### src/rtl/ctrl_fsm_mc.sv
// ctrl_fsm_mc: multicycle control unit for the MIPS-subset datapath.
// Decodes opcode/funct from the instruction register and drives every datapath
// mux select and write enable. Outputs are a Moore decode of the state register.
// They are held in a register that is loaded with the decode of the next state.
//
// Parameters:
//   MEM_WAIT  extra memory wait cycles after mem_read (0..15)
//   WAIT_W    width of the wait counter, must hold MEM_WAIT
// Optional feature macro: CTRL_FSM_MC_EXC_EN (exception entry on unsupported
//   encodings, ALU overflow on add/sub/addi, divide by zero).
//
// Ports:
//   clk, reset                     clock, synchronous active-high reset
//   opcode, funct                  IR[31:26], IR[5:0]
//   alu_ovf, md_done, md_div0      datapath status inputs
//   pc_write .. reg_dst            datapath control outputs
//   state_o                        current state for debug
//
// State encoding on state_o:
//   0 RESET, 1 FETCH, 2 FETCH_DONE, 3 DECODE, 4 EXEC_R, 5 WB_R, 6 EXEC_I,
//   7 WB_I, 8 ADDR, 9 MEM_RD, 10 WB_LOAD, 11 MEM_WR, 12 BRANCH, 13 JUMP,
//   14 JAL, 15 JR, 16 MD_START, 17 MD_WAIT, 18 MD_WB, 19 WB_MD, 20 EXC
module ctrl_fsm_mc #(
    parameter int unsigned MEM_WAIT = 1,
    parameter int unsigned WAIT_W   = 4
) (
    input  logic       clk,
    input  logic       reset,
    input  logic [5:0] opcode,
    input  logic [5:0] funct,
    input  logic       alu_ovf,
    input  logic       md_done,
    input  logic       md_div0,
    output logic       pc_write,
    output logic       pc_write_cond,
    output logic       branch_ne,
    output logic       mem_read,
    output logic       mem_write,
    output logic       byte_or_word,
    output logic       ir_write,
    output logic       reg_write,
    output logic       div_mul_wr,
    output logic       div_mul_to_reg,
    output logic       epc_write,
    output logic       md_start,
    output logic       md_op,
    output logic [1:0] i_or_d,
    output logic [2:0] mem_to_reg,
    output logic [2:0] pc_src,
    output logic [2:0] alu_op,
    output logic [1:0] alu_src_a,
    output logic [1:0] alu_src_b,
    output logic [1:0] reg_dst,
    output logic [4:0] state_o
);

`ifdef CTRL_FSM_MC_EXC_EN
    localparam bit EXC_EN = 1'b1;
`else
    localparam bit EXC_EN = 1'b0;
`endif

    localparam logic [5:0] OP_RTYPE = 6'h00;
    localparam logic [5:0] OP_ADDI  = 6'h08;
    localparam logic [5:0] OP_LW    = 6'h23;
    localparam logic [5:0] OP_SW    = 6'h2B;
    localparam logic [5:0] OP_LB    = 6'h20;
    localparam logic [5:0] OP_SB    = 6'h28;
    localparam logic [5:0] OP_BEQ   = 6'h04;
    localparam logic [5:0] OP_BNE   = 6'h05;
    localparam logic [5:0] OP_J     = 6'h02;
    localparam logic [5:0] OP_JAL   = 6'h03;

    localparam logic [5:0] FN_ADD   = 6'h20;
    localparam logic [5:0] FN_SUB   = 6'h22;
    localparam logic [5:0] FN_AND   = 6'h24;
    localparam logic [5:0] FN_JR    = 6'h08;
    localparam logic [5:0] FN_MULT  = 6'h18;
    localparam logic [5:0] FN_DIV   = 6'h1A;
    localparam logic [5:0] FN_MFHI  = 6'h10;
    localparam logic [5:0] FN_MFLO  = 6'h12;

    typedef enum logic [4:0] {
        S_RESET      = 5'd0,
        S_FETCH      = 5'd1,
        S_FETCH_DONE = 5'd2,
        S_DECODE     = 5'd3,
        S_EXEC_R     = 5'd4,
        S_WB_R       = 5'd5,
        S_EXEC_I     = 5'd6,
        S_WB_I       = 5'd7,
        S_ADDR       = 5'd8,
        S_MEM_RD     = 5'd9,
        S_WB_LOAD    = 5'd10,
        S_MEM_WR     = 5'd11,
        S_BRANCH     = 5'd12,
        S_JUMP       = 5'd13,
        S_JAL        = 5'd14,
        S_JR         = 5'd15,
        S_MD_START   = 5'd16,
        S_MD_WAIT    = 5'd17,
        S_MD_WB      = 5'd18,
        S_WB_MD      = 5'd19,
        S_EXC        = 5'd20
    } state_t;

    typedef struct packed {
        logic       pc_write;
        logic       pc_write_cond;
        logic       branch_ne;
        logic       mem_read;
        logic       mem_write;
        logic       byte_or_word;
        logic       ir_write;
        logic       reg_write;
        logic       div_mul_wr;
        logic       div_mul_to_reg;
        logic       epc_write;
        logic       md_start;
        logic       md_op;
        logic [1:0] i_or_d;
        logic [2:0] mem_to_reg;
        logic [2:0] pc_src;
        logic [2:0] alu_op;
        logic [1:0] alu_src_a;
        logic [1:0] alu_src_b;
        logic [1:0] reg_dst;
    } ctrl_t;

    state_t            state, state_next;
    logic [WAIT_W-1:0] wait_cnt, wait_next;
    ctrl_t             ctrl_q, ctrl_next;

    // Moore output decode for one state; opcode/funct are stable from DECODE on.
    function automatic ctrl_t decode_ctrl(input state_t s, input logic [5:0] op,
                                          input logic [5:0] fn);
        ctrl_t c;
        c = '0;
        case (s)
            S_FETCH: begin
                c.mem_read = 1'b1;
            end
            S_FETCH_DONE: begin
                c.ir_write  = 1'b1;
                c.pc_write  = 1'b1;
                c.alu_src_b = 2'b01;
            end
            S_DECODE: begin
                c.alu_src_b = 2'b11;
            end
            S_EXEC_R: begin
                c.alu_src_a = 2'b01;
                c.alu_op    = (fn == FN_SUB) ? 3'b001 :
                              (fn == FN_AND) ? 3'b010 : 3'b000;
            end
            S_WB_R: begin
                c.reg_write = 1'b1;
                c.reg_dst   = 2'b01;
            end
            S_EXEC_I, S_ADDR: begin
                c.alu_src_a = 2'b01;
                c.alu_src_b = 2'b10;
            end
            S_WB_I: begin
                c.reg_write = 1'b1;
            end
            S_MEM_RD: begin
                c.mem_read     = 1'b1;
                c.i_or_d       = 2'b01;
                c.byte_or_word = (op == OP_LB);
            end
            S_WB_LOAD: begin
                c.reg_write  = 1'b1;
                c.mem_to_reg = 3'b001;
            end
            S_MEM_WR: begin
                c.mem_write    = 1'b1;
                c.i_or_d       = 2'b01;
                c.byte_or_word = (op == OP_SB);
            end
            S_BRANCH: begin
                c.pc_write_cond = 1'b1;
                c.branch_ne     = (op == OP_BNE);
                c.alu_op        = 3'b001;
                c.alu_src_a     = 2'b01;
                c.pc_src        = 3'b001;
            end
            S_JUMP: begin
                c.pc_write = 1'b1;
                c.pc_src   = 3'b010;
            end
            S_JAL: begin
                c.reg_write  = 1'b1;
                c.reg_dst    = 2'b10;
                c.mem_to_reg = 3'b100;
            end
            S_JR: begin
                c.pc_write = 1'b1;
                c.pc_src   = 3'b011;
            end
            S_MD_START: begin
                c.md_start = 1'b1;
                c.md_op    = (fn == FN_DIV);
            end
            S_MD_WB: begin
                c.div_mul_wr = 1'b1;
            end
            S_WB_MD: begin
                c.reg_write      = 1'b1;
                c.reg_dst        = 2'b01;
                c.div_mul_to_reg = 1'b1;
                c.mem_to_reg     = (fn == FN_MFLO) ? 3'b011 : 3'b010;
            end
            S_EXC: begin
                // Unreachable without exception support; keeps epc_write at 0.
                if (EXC_EN) begin
                    c.epc_write = 1'b1;
                    c.pc_write  = 1'b1;
                    c.pc_src    = 3'b100;
                end
            end
            default: ;
        endcase
        return c;
    endfunction

    // State, wait counter and output register.
    always_ff @(posedge clk) begin
        if (reset) begin
            state    <= S_RESET;
            wait_cnt <= '0;
            ctrl_q   <= '0;
        end else begin
            state    <= state_next;
            wait_cnt <= wait_next;
            ctrl_q   <= ctrl_next;
        end
    end

    // Next-state, wait counter and next-output decode.
    always_comb begin
        state_next = state;
        wait_next  = '0;
        ctrl_next  = '0;

        case (state)
            S_RESET:      state_next = S_FETCH;
            S_FETCH: begin
                if (wait_cnt == '0) begin
                    state_next = S_FETCH_DONE;
                end else begin
                    wait_next = wait_cnt - WAIT_W'(1);
                end
            end
            S_FETCH_DONE: state_next = S_DECODE;
            S_DECODE: begin
                if (opcode == OP_RTYPE) begin
                    case (funct)
                        FN_ADD, FN_SUB, FN_AND: state_next = S_EXEC_R;
                        FN_JR:                  state_next = S_JR;
                        FN_MULT, FN_DIV:        state_next = S_MD_START;
                        FN_MFHI, FN_MFLO:       state_next = S_WB_MD;
                        default:                state_next = EXC_EN ? S_EXC : S_FETCH;
                    endcase
                end else begin
                    case (opcode)
                        OP_ADDI:                   state_next = S_EXEC_I;
                        OP_LW, OP_SW, OP_LB, OP_SB: state_next = S_ADDR;
                        OP_BEQ, OP_BNE:            state_next = S_BRANCH;
                        OP_J:                      state_next = S_JUMP;
                        OP_JAL:                    state_next = S_JAL;
                        default:                   state_next = EXC_EN ? S_EXC : S_FETCH;
                    endcase
                end
            end
            // 'and' cannot overflow, so only add/sub trap.
            S_EXEC_R:     state_next = (EXC_EN && alu_ovf && funct != FN_AND) ? S_EXC : S_WB_R;
            S_EXEC_I:     state_next = (EXC_EN && alu_ovf) ? S_EXC : S_WB_I;
            S_ADDR:       state_next = (opcode == OP_LW || opcode == OP_LB) ? S_MEM_RD : S_MEM_WR;
            S_MEM_RD: begin
                if (wait_cnt == '0) begin
                    state_next = S_WB_LOAD;
                end else begin
                    wait_next = wait_cnt - WAIT_W'(1);
                end
            end
            S_JAL:        state_next = S_JUMP;
            // md_done in this cycle belongs to a previous operation; never sampled here.
            S_MD_START:   state_next = (EXC_EN && md_div0 && funct == FN_DIV) ? S_EXC : S_MD_WAIT;
            S_MD_WAIT:    state_next = md_done ? S_MD_WB : S_MD_WAIT;
            S_WB_R, S_WB_I, S_WB_LOAD, S_MEM_WR, S_BRANCH, S_JUMP, S_JR,
            S_MD_WB, S_WB_MD, S_EXC:
                          state_next = S_FETCH;
            default:      state_next = S_FETCH;
        endcase

        // Entering a wait state loads the full wait count.
        if ((state_next == S_FETCH && state != S_FETCH) ||
            (state_next == S_MEM_RD && state != S_MEM_RD)) begin
            wait_next = WAIT_W'(MEM_WAIT);
        end

        ctrl_next = decode_ctrl(state_next, opcode, funct);
    end

    assign pc_write       = ctrl_q.pc_write;
    assign pc_write_cond  = ctrl_q.pc_write_cond;
    assign branch_ne      = ctrl_q.branch_ne;
    assign mem_read       = ctrl_q.mem_read;
    assign mem_write      = ctrl_q.mem_write;
    assign byte_or_word   = ctrl_q.byte_or_word;
    assign ir_write       = ctrl_q.ir_write;
    assign reg_write      = ctrl_q.reg_write;
    assign div_mul_wr     = ctrl_q.div_mul_wr;
    assign div_mul_to_reg = ctrl_q.div_mul_to_reg;
    assign epc_write      = ctrl_q.epc_write;
    assign md_start       = ctrl_q.md_start;
    assign md_op          = ctrl_q.md_op;
    assign i_or_d         = ctrl_q.i_or_d;
    assign mem_to_reg     = ctrl_q.mem_to_reg;
    assign pc_src         = ctrl_q.pc_src;
    assign alu_op         = ctrl_q.alu_op;
    assign alu_src_a      = ctrl_q.alu_src_a;
    assign alu_src_b      = ctrl_q.alu_src_b;
    assign reg_dst        = ctrl_q.reg_dst;
    assign state_o        = state;

endmodule
### config.mk
export PLATFORM = sky130hd
export DESIGN_NAME = ctrl_fsm_mc
export DESIGN_NICKNAME = d
export VERILOG_FILES = /design/src/rtl/ctrl_fsm_mc.sv
export SDC_FILE = /design/constraint.sdc
export NUM_CORES = 1
export LEC_CHECK = 0
export CAP_MARGIN = 40
export CORE_MARGIN = 2
export CORE_UTILIZATION = 35
export CTS_CLUSTER_DIAMETER = 60
export DETAILED_ROUTE_END_ITERATION = 10
export PLACE_DENSITY = 0.69
export SLEW_MARGIN = 20
export SYNTH_ARGS = -nofsm -noshare
export SYNTH_HDL_FRONTEND = slang
export SYNTH_SLANG_ARGS = --single-unit
### constraint.sdc
create_clock -name clk -period 3.2 [get_ports clk]
set_clock_uncertainty 0.1 [all_clocks]
set_input_delay 0.32 -clock clk [delete_from_list [all_inputs] [get_ports clk]]
set_output_delay 0.32 -clock clk [all_outputs]
set_load 0.02 [all_outputs]
# Yosys cells after proc, flatten, opt, wreduce, memory -nomap -nowiden
# Cells that the tools add are included.
# totals
word_cells	127
output_inout_bits	35
reg_bits	39
# op_classes
addsub	1
n_bitwise	3
eq_ne	47
n_reduce_logical	22
mux	31
# ops
cell	count
$eq 5x4->1 const B	11
$pmux 5 s10	1
$eq 6x6->1 const B	7
$eq 5x3->1 const B	6
$eq 5x5->1 const B	5
$eq 6x5->1 const B	4
$eq 5x2->1 const B	4
$pmux 4 s5	1
$pmux 5 s4	1
$reduce_or 2->1	10
$mux 5	3
$mux 1	13
$eq 6x2->1 const B	2
$eq 6x3->1 const B	2
$eq 6x4->1 const B	2
$mux 2	6
$pmux 2 s3	2
$reduce_or 4->1	3
$eq 5x1->1 const B	2
$pmux 3 s3	1
$pmux 2 s2	2
$logic_not 6->1	1
$reduce_or 3->1	2
$ne 5x1->1 const B	1
other kinds (8)	12

# Depth between registers and ports, before layout
# Gate-level depths: netlist of run 1.
# logic_depth
word_depth	9
mapped_depth	9

# Worst setup path after synthesis of run 1
# OpenSTA, ideal clock, no wires.
# synth_path
path_type	input to register
start	input port opcode[1]
end	register ctrl_q (netlist bit alu_op[1])
path_slack_ns	0.792
path_buffers	1
setup_ns	0.087
arrival_ns	2.220
t_required_ns	3.013
path_stages	7
cell_sequence	clkbuf_1 nor4_4 nand2_2 or4_4 a41o_1 or4b_4 nor4_4
# synth_via
elab_chain_cells	7
# synth_rtl
element	line_no	rtl
start: declaration	29	input logic [5:0] opcode,
$eq 6x6->1, or another cell as far along	266, 279	
$reduce_or 4->1 / $reduce_or 2->1 (equally long branches)	266	case (opcode)
$pmux 4 s5	266	
$mux 5	257	if (opcode == OP_RTYPE) begin
$pmux 5 s10 (*)	246	case (state)
$eq 5x4->1 / $eq 5x3->1 (equally long branches)	139	case (s)
$pmux 2 s2 (*)	139	
end signal: assignment	236	ctrl_q <= ctrl_next;
end: declaration	132	ctrl_t ctrl_q, ctrl_next;
# Mark *: on every way between the ends. The rest lies on a longest branch, timed or not.
# A chain may end at the register's enable or synchronous reset.

# Final worst setup path of run 1
# layout_path
start	input port funct[2]
end	register ctrl_q (netlist bit alu_op[1])
# layout_via
elab_chain_cells	7
# layout_rtl
element	line_no	rtl
start: declaration	30	input logic [5:0] funct,
$eq 6x6->1, or another cell as far along	153, 258	
$reduce_or 3->1 / $reduce_or 2->1 (equally long branches)	258	case (funct)
$pmux 5 s4	258	
$mux 5	257	
$pmux 5 s10	246	
$eq 5x4->1 / $eq 5x3->1 (equally long branches)	139	
$pmux 2 s2 (*)	139	
# Marked as above.

==> impl_metrics.env, run 1 <==
export IMPL_first_pass_iters=4
export IMPL_cts_setup_buffers=0
export IMPL_htreeDepth=2
export IMPL_die_h_microns=72.85
export IMPL_core_rowCount=25
export IMPL_die_area_sq_um=5307
export IMPL_coreArea_sq_um=4661
export IMPL_wl_mm=3.682
export IMPL_cts_made_buffers=5
export IMPL_antenna_left=0
export IMPL_remaining_drc_errors=0
export IMPL_cp_start_kind="input pin"
export IMPL_crit_fanout=7
export IMPL_synth_edf_count=0
export IMPL_synth_area_sq_um=1659
export IMPL_yosysTopAreaCellShare_pct=39.82
export IMPL_fmax_mhz=360.2
export IMPL_p_comb_share_pct=27.0
export IMPL_endpoint_kind="register"
export IMPL_grt_max_degree=16
export IMPL_finalSetupTns_ns=0
export IMPL_multi_input_area_sq_um=907.1
export IMPL_diodes=0
export IMPL_placedCellCount=283
export IMPL_min_period_over_period_pct=86.77
export IMPL_io_pins=52
export IMPL_fin_cells=291
export IMPL_status="complete, no violations"
export IMPL_leakage_uw=0.0008163
export IMPL_setup_viol=0
export IMPL_p_switching_uw=324.5
export IMPL_ir_drop_uv=174.2
export IMPL_p_sw_share_pct=31.27
export IMPL_clockPowerShare_pct=29.2
export IMPL_ys_types=56
export IMPL_cts_root_buf="clkbuf_8"
export IMPL_slew_headroom_pct=63.19
export IMPL_holdCritPathClass="register to register"
export IMPL_antenna_found_initial=0
export IMPL_gp_congestion=0.8508
export IMPL_wl_per_cell_microns=12.65
export IMPL_fill_cells=454
export IMPL_grt_setup_unrepaired="no"
export IMPL_worstHoldStart="wait_cnt[0]$_SDFF_PP0_"
export IMPL_port_buffers=44
export IMPL_final_common_cell="clkdlybuf4s50_1"
export IMPL_first_global_vias=1343
export IMPL_die_width_microns=72.85
export IMPL_drv_cap=0
export IMPL_area_delta_synth_final_pct=36.65
export IMPL_p_int_uw=713.1
export IMPL_crit_arrival_ns=2.87
export IMPL_place_hpwl_mm=2.805
export IMPL_cts_tree="built"
export IMPL_yosysSeqAreaShare_pct=39.82
export IMPL_cp_startpoint="funct[2]"
export IMPL_synth_top_cell_by_area="dfxtp_1"
export IMPL_yosysWarnings=0
export IMPL_cts_num_sinks=33
export IMPL_final_cell_mix="clkdlybuf4s50_1, dfxtp_1, nor2_1, buf_4"
export IMPL_grt_first_pass_wirelength_mm=6.147
export IMPL_grtUsageTotal_pct=14.83
export IMPL_area_sequential_sq_um=660.6
export IMPL_ys_ff_latch=33
export IMPL_power_density_nw_per_um2=457.7
export IMPL_clock_path_buffers=2
export IMPL_vias=1481
export IMPL_synthCells=186
export IMPL_seqPwrFrac_pct=43.8
export IMPL_largest_reg_flops=5
export IMPL_final_max_slew_viol_count=0
export IMPL_drt_iter0_markers=95
export IMPL_hold_buffers=0
export IMPL_cts_resized=0
export IMPL_period_needed_ns=2.776
export IMPL_synth_main_ff_cell="dfxtp_1"
export IMPL_insertion_delay_ns=0.29
export IMPL_finalHoldViolations=0
export IMPL_synth_area_top_cells="dfxtp_1, nor2_1, buf_4, nand2b_1, nor4b_1"
export IMPL_r2r_start="state_o[1]$_SDFF_PP0_"
export IMPL_async_flop_share_pct=0
export IMPL_avgSynthCellArea_sq_um=8.920
export IMPL_nets=254
export IMPL_critical_path_class="input pin to register"
export IMPL_clk_pin_slew_worst_paths_ns=0.07
export IMPL_gr_total_overflow=0
export IMPL_tightest_slew_ns=0.5521
export IMPL_worst_endpoint_required_ns=3.29
export IMPL_start_util_pct=35.60
export IMPL_drive_above_1_share_pct=13.50
export IMPL_viasPerCell=5.089
## cell families (layout without fill, tap and decap cells)
family / count (synthesis) / after routing / synth area share [%]
simple gates: 91 / 91 / 34.92
fa+ha+maj: 1 / 1 / 0.7540
flops: 33 / 33 / 39.82
compound gates: 32 / 32 / 14.86
xor+xnor: 5 / 5 / 2.639
buf+inv: 23 / 70 / 6.787
other cells: 1 / 5 / 0.2260
## power by group through the flow
stage	combinational [uW]	clock [uW]	sequential [uW]
floorplan	166	0	477
global placement	279	0	463
detailed placement	281	0	463
CTS	282	310	455
global route	312	331	458
finish	280	303	455
## area by class of cell
type	count	area share [%]
timing repair buffer	54	22.74
clock buffer	5	3.035
sequential	33	29.14
clock inverter	3	0.7726
multi-input combinational	134	40.01
inverter	8	1.325
tap	54	2.980
## through the flow
step	util, %	hold slack (ns)	setup slack [ns]	total power [uW]	cell area, sq um
2_1_floorplan	-	0.3245	0.7923	643.0	1674
3_3_place_gp	46.79	0.3401	0.1730	742.1	2181
3_5_place_dp	46.79	0.3602	0.1460	744.2	2181
4_1_cts	48.64	0.3686	0.4291	1046	2267
5_1_grt	48.64	0.3959	0.2925	1100	2267
6_report	48.64	0.3730	0.4235	1038	2267
## layer usage
metal	track usage, %	routed length, microns	vias up
li1	-	-	767
met3	4.972	204	4
met2	23.13	1653	44
met4	3.704	19	0
met1	19.78	1804	666
met5	0	0	-
## final timing paths
path                            slack [ns]  depth (start not counted)                 endpoint
worst min register to register        0.37                          1   wait_cnt[0]$_SDFF_PP0_
worst min-delay path                  0.37                          1   wait_cnt[0]$_SDFF_PP0_
worst max register to register        0.65                          7  byte_or_word$_SDFF_PP0_
worst max-delay path                  0.42                          7     alu_op[1]$_SDFF_PP0_
## critical path, cell delays in order
cell	delay (ns)
clkdlybuf4s50_1	0.53
nor4b_2	0.44
nor4_1	0.12
or4_4	0.44
a41o_1	0.23
or4b_4	0.57
nor4_4	0.22
## cells in the mapped netlist (all sizes together), types with 5 or more instances
cell type  instances
nor4               6
nor3               8
dfxtp             33
xnor2              5
nor2b              6
buf                7
nor2              23
clkbuf             8
a21oi              7
nor4b              6
nand2b             7
inv                8
nand2              9
Note: power is estimated with default switching activity, not from simulation.
==> run 2, diff against run 1 <==
==> constraint.sdc (replaced) <==
create_clock -name clk -period 3.19 [get_ports clk]
set_clock_uncertainty 0.1 [all_clocks]
set_input_delay 0.319 -clock clk [delete_from_list [all_inputs] [get_ports clk]]
set_output_delay 0.319 -clock clk [all_outputs]
set_load 0.02 [all_outputs]
==> run 2 against run 1 <==
Compared with the run above: global-route usage down 0.28 points; register-to-register slack gained 0.02 ns; via count up 0.81%; critical path type unchanged; critical endpoint unchanged.
==> impl_metrics.env, run 2 (synthesis results as in run 1) <==
export IMPL_start_util_pct=35.60
export IMPL_antenna_found_initial=0
export IMPL_remaining_drc_errors=0
export IMPL_coreArea_sq_um=4661
export IMPL_utilization_pct=48.64
export IMPL_cts_root_buf="clkbuf_8"
export IMPL_finalHoldViolations=0
export IMPL_viasPerCell=5.131
export IMPL_final_cell_mix="clkdlybuf4s50_1, dfxtp_1, nor2_1, buf_4"
export IMPL_fmax_mhz=363.6
export IMPL_worstHoldStart="wait_cnt[0]$_SDFF_PP0_"
export IMPL_min_period_over_period_pct=86.21
export IMPL_grt_setup_unrepaired="no"
export IMPL_die_area_sq_um=5307
export IMPL_cts_num_sinks=33
export IMPL_final_common_cell="clkdlybuf4s50_1"
export IMPL_die_h_microns=72.85
export IMPL_antenna_left=0
export IMPL_largest_reg_flops=5
export IMPL_worst_endpoint_required_ns=3.28
export IMPL_core_rowCount=25
export IMPL_grt_max_degree=16
export IMPL_insertion_delay_ns=0.28
export IMPL_cp_startpoint="funct[2]"
export IMPL_wl_mm=3.697
export IMPL_crit_arrival_ns=2.84
export IMPL_tightest_slew_ns=0.5652
export IMPL_io_pins=52
export IMPL_drt_iter0_markers=66
export IMPL_holdCritPathClass="register to register"
export IMPL_drv_cap=0
export IMPL_grt_first_pass_wirelength_mm=6.065
export IMPL_endpoint_kind="register"
export IMPL_vias=1493
export IMPL_period_needed_ns=2.750
export IMPL_drive_above_1_share_pct=13.50
export IMPL_hold_buffers=0
export IMPL_status="complete, no violations"
export IMPL_die_width_microns=72.85
export IMPL_gr_total_overflow=0
export IMPL_area_delta_synth_final_pct=36.65
export IMPL_cts_resized=0
export IMPL_power_density_nw_per_um2=458.4
export IMPL_nets=254
export IMPL_ir_drop_uv=233.3
export IMPL_cp_start_kind="input pin"
export IMPL_setup_viol=0
export IMPL_place_hpwl_mm=2.881
export IMPL_grtUsageTotal_pct=14.55
export IMPL_clk_pin_slew_worst_paths_ns=0.07
export IMPL_r2r_start="state_o[1]$_SDFF_PP0_"
export IMPL_leakage_uw=0.0008163
export IMPL_first_global_vias=1358
export IMPL_port_buffers=44
export IMPL_cts_tree="built"
export IMPL_first_pass_iters=4
export IMPL_slew_headroom_pct=62.32
export IMPL_wl_per_cell_microns=12.70
export IMPL_cts_setup_buffers=0
export IMPL_r2r_setup_slack_ns=0.67
export IMPL_diodes=0
export IMPL_gp_congestion=0.8490
export IMPL_final_max_slew_viol_count=0
export IMPL_htreeDepth=2
export IMPL_critical_path_class="input pin to register"
export IMPL_clock_path_buffers=2
export IMPL_finalSetupTns_ns=0
export IMPL_crit_fanout=7
export IMPL_cts_made_buffers=5
==> run 2: power breakdown <==
part / internal [uW] / switching (uW) / leakage, uW
registers: 437 / 19.8 / 0.000267
logic: 129 / 156 / 0.000505
clock network: 150 / 148 / 0.0000439
total: 716 / 324 / 0.000816
==> run 2: worst max-delay path: stages <==
cell and delay, ns:
clkdlybuf4s50_1 0.52, nor4b_2 0.44, nor4_1 0.12, or4_4 0.44
a41o_1 0.23, or4b_4 0.57, nor4_4 0.21
==> run 2: through the flow <==
| stage | instances | hold WS, ns | worst slack [ns] | power [uW] | instance area (sq um) |
|---|---|---|---|---|---|
| finish | 291 | 0.3743 | 0.4400 | 1039 | 2267 |
| global route | 291 | 0.3943 | 0.3252 | 1095 | 2267 |
| CTS | 291 | 0.3672 | 0.4491 | 1044 | 2267 |
| detailed placement | 283 | 0.3602 | 0.1705 | 749.0 | 2181 |
| global placement | 283 | 0.3400 | 0.1636 | 744.3 | 2181 |
| floorplan | 190 | 0.3245 | 0.7833 | 645.0 | 1674 |
==> run 2: final timing paths <==
check | cells after the start | endpoint
worst max-delay path | 7 | alu_op[1]$_SDFF_PP0_
worst min register to register | 1 | wait_cnt[0]$_SDFF_PP0_
worst min-delay path | 1 | wait_cnt[0]$_SDFF_PP0_
worst max register to register | 7 | byte_or_word$_SDFF_PP0_
==> run 2: routing by layer <==
layer | GRT usage, % | vias up | routed length, microns
li1 | - | 765 | -
met1 | 19.20 | 688 | 1825
met2 | 23.54 | 35 | 1707
met3 | 3.591 | 5 | 135
met4 | 4.321 | 0 | 29
met5 | 0 | - | 0
==> run 2: area by class of cell <==
class                   count  area, sq um
clock buffers               5        68.82
clock inverters             3        17.52
fillers                   451         2394
inverters                   8        30.03
multi-input cells         134        907.1
flip-flops and latches     33        660.6
well taps                  54        67.56
repair buffers             54        515.5
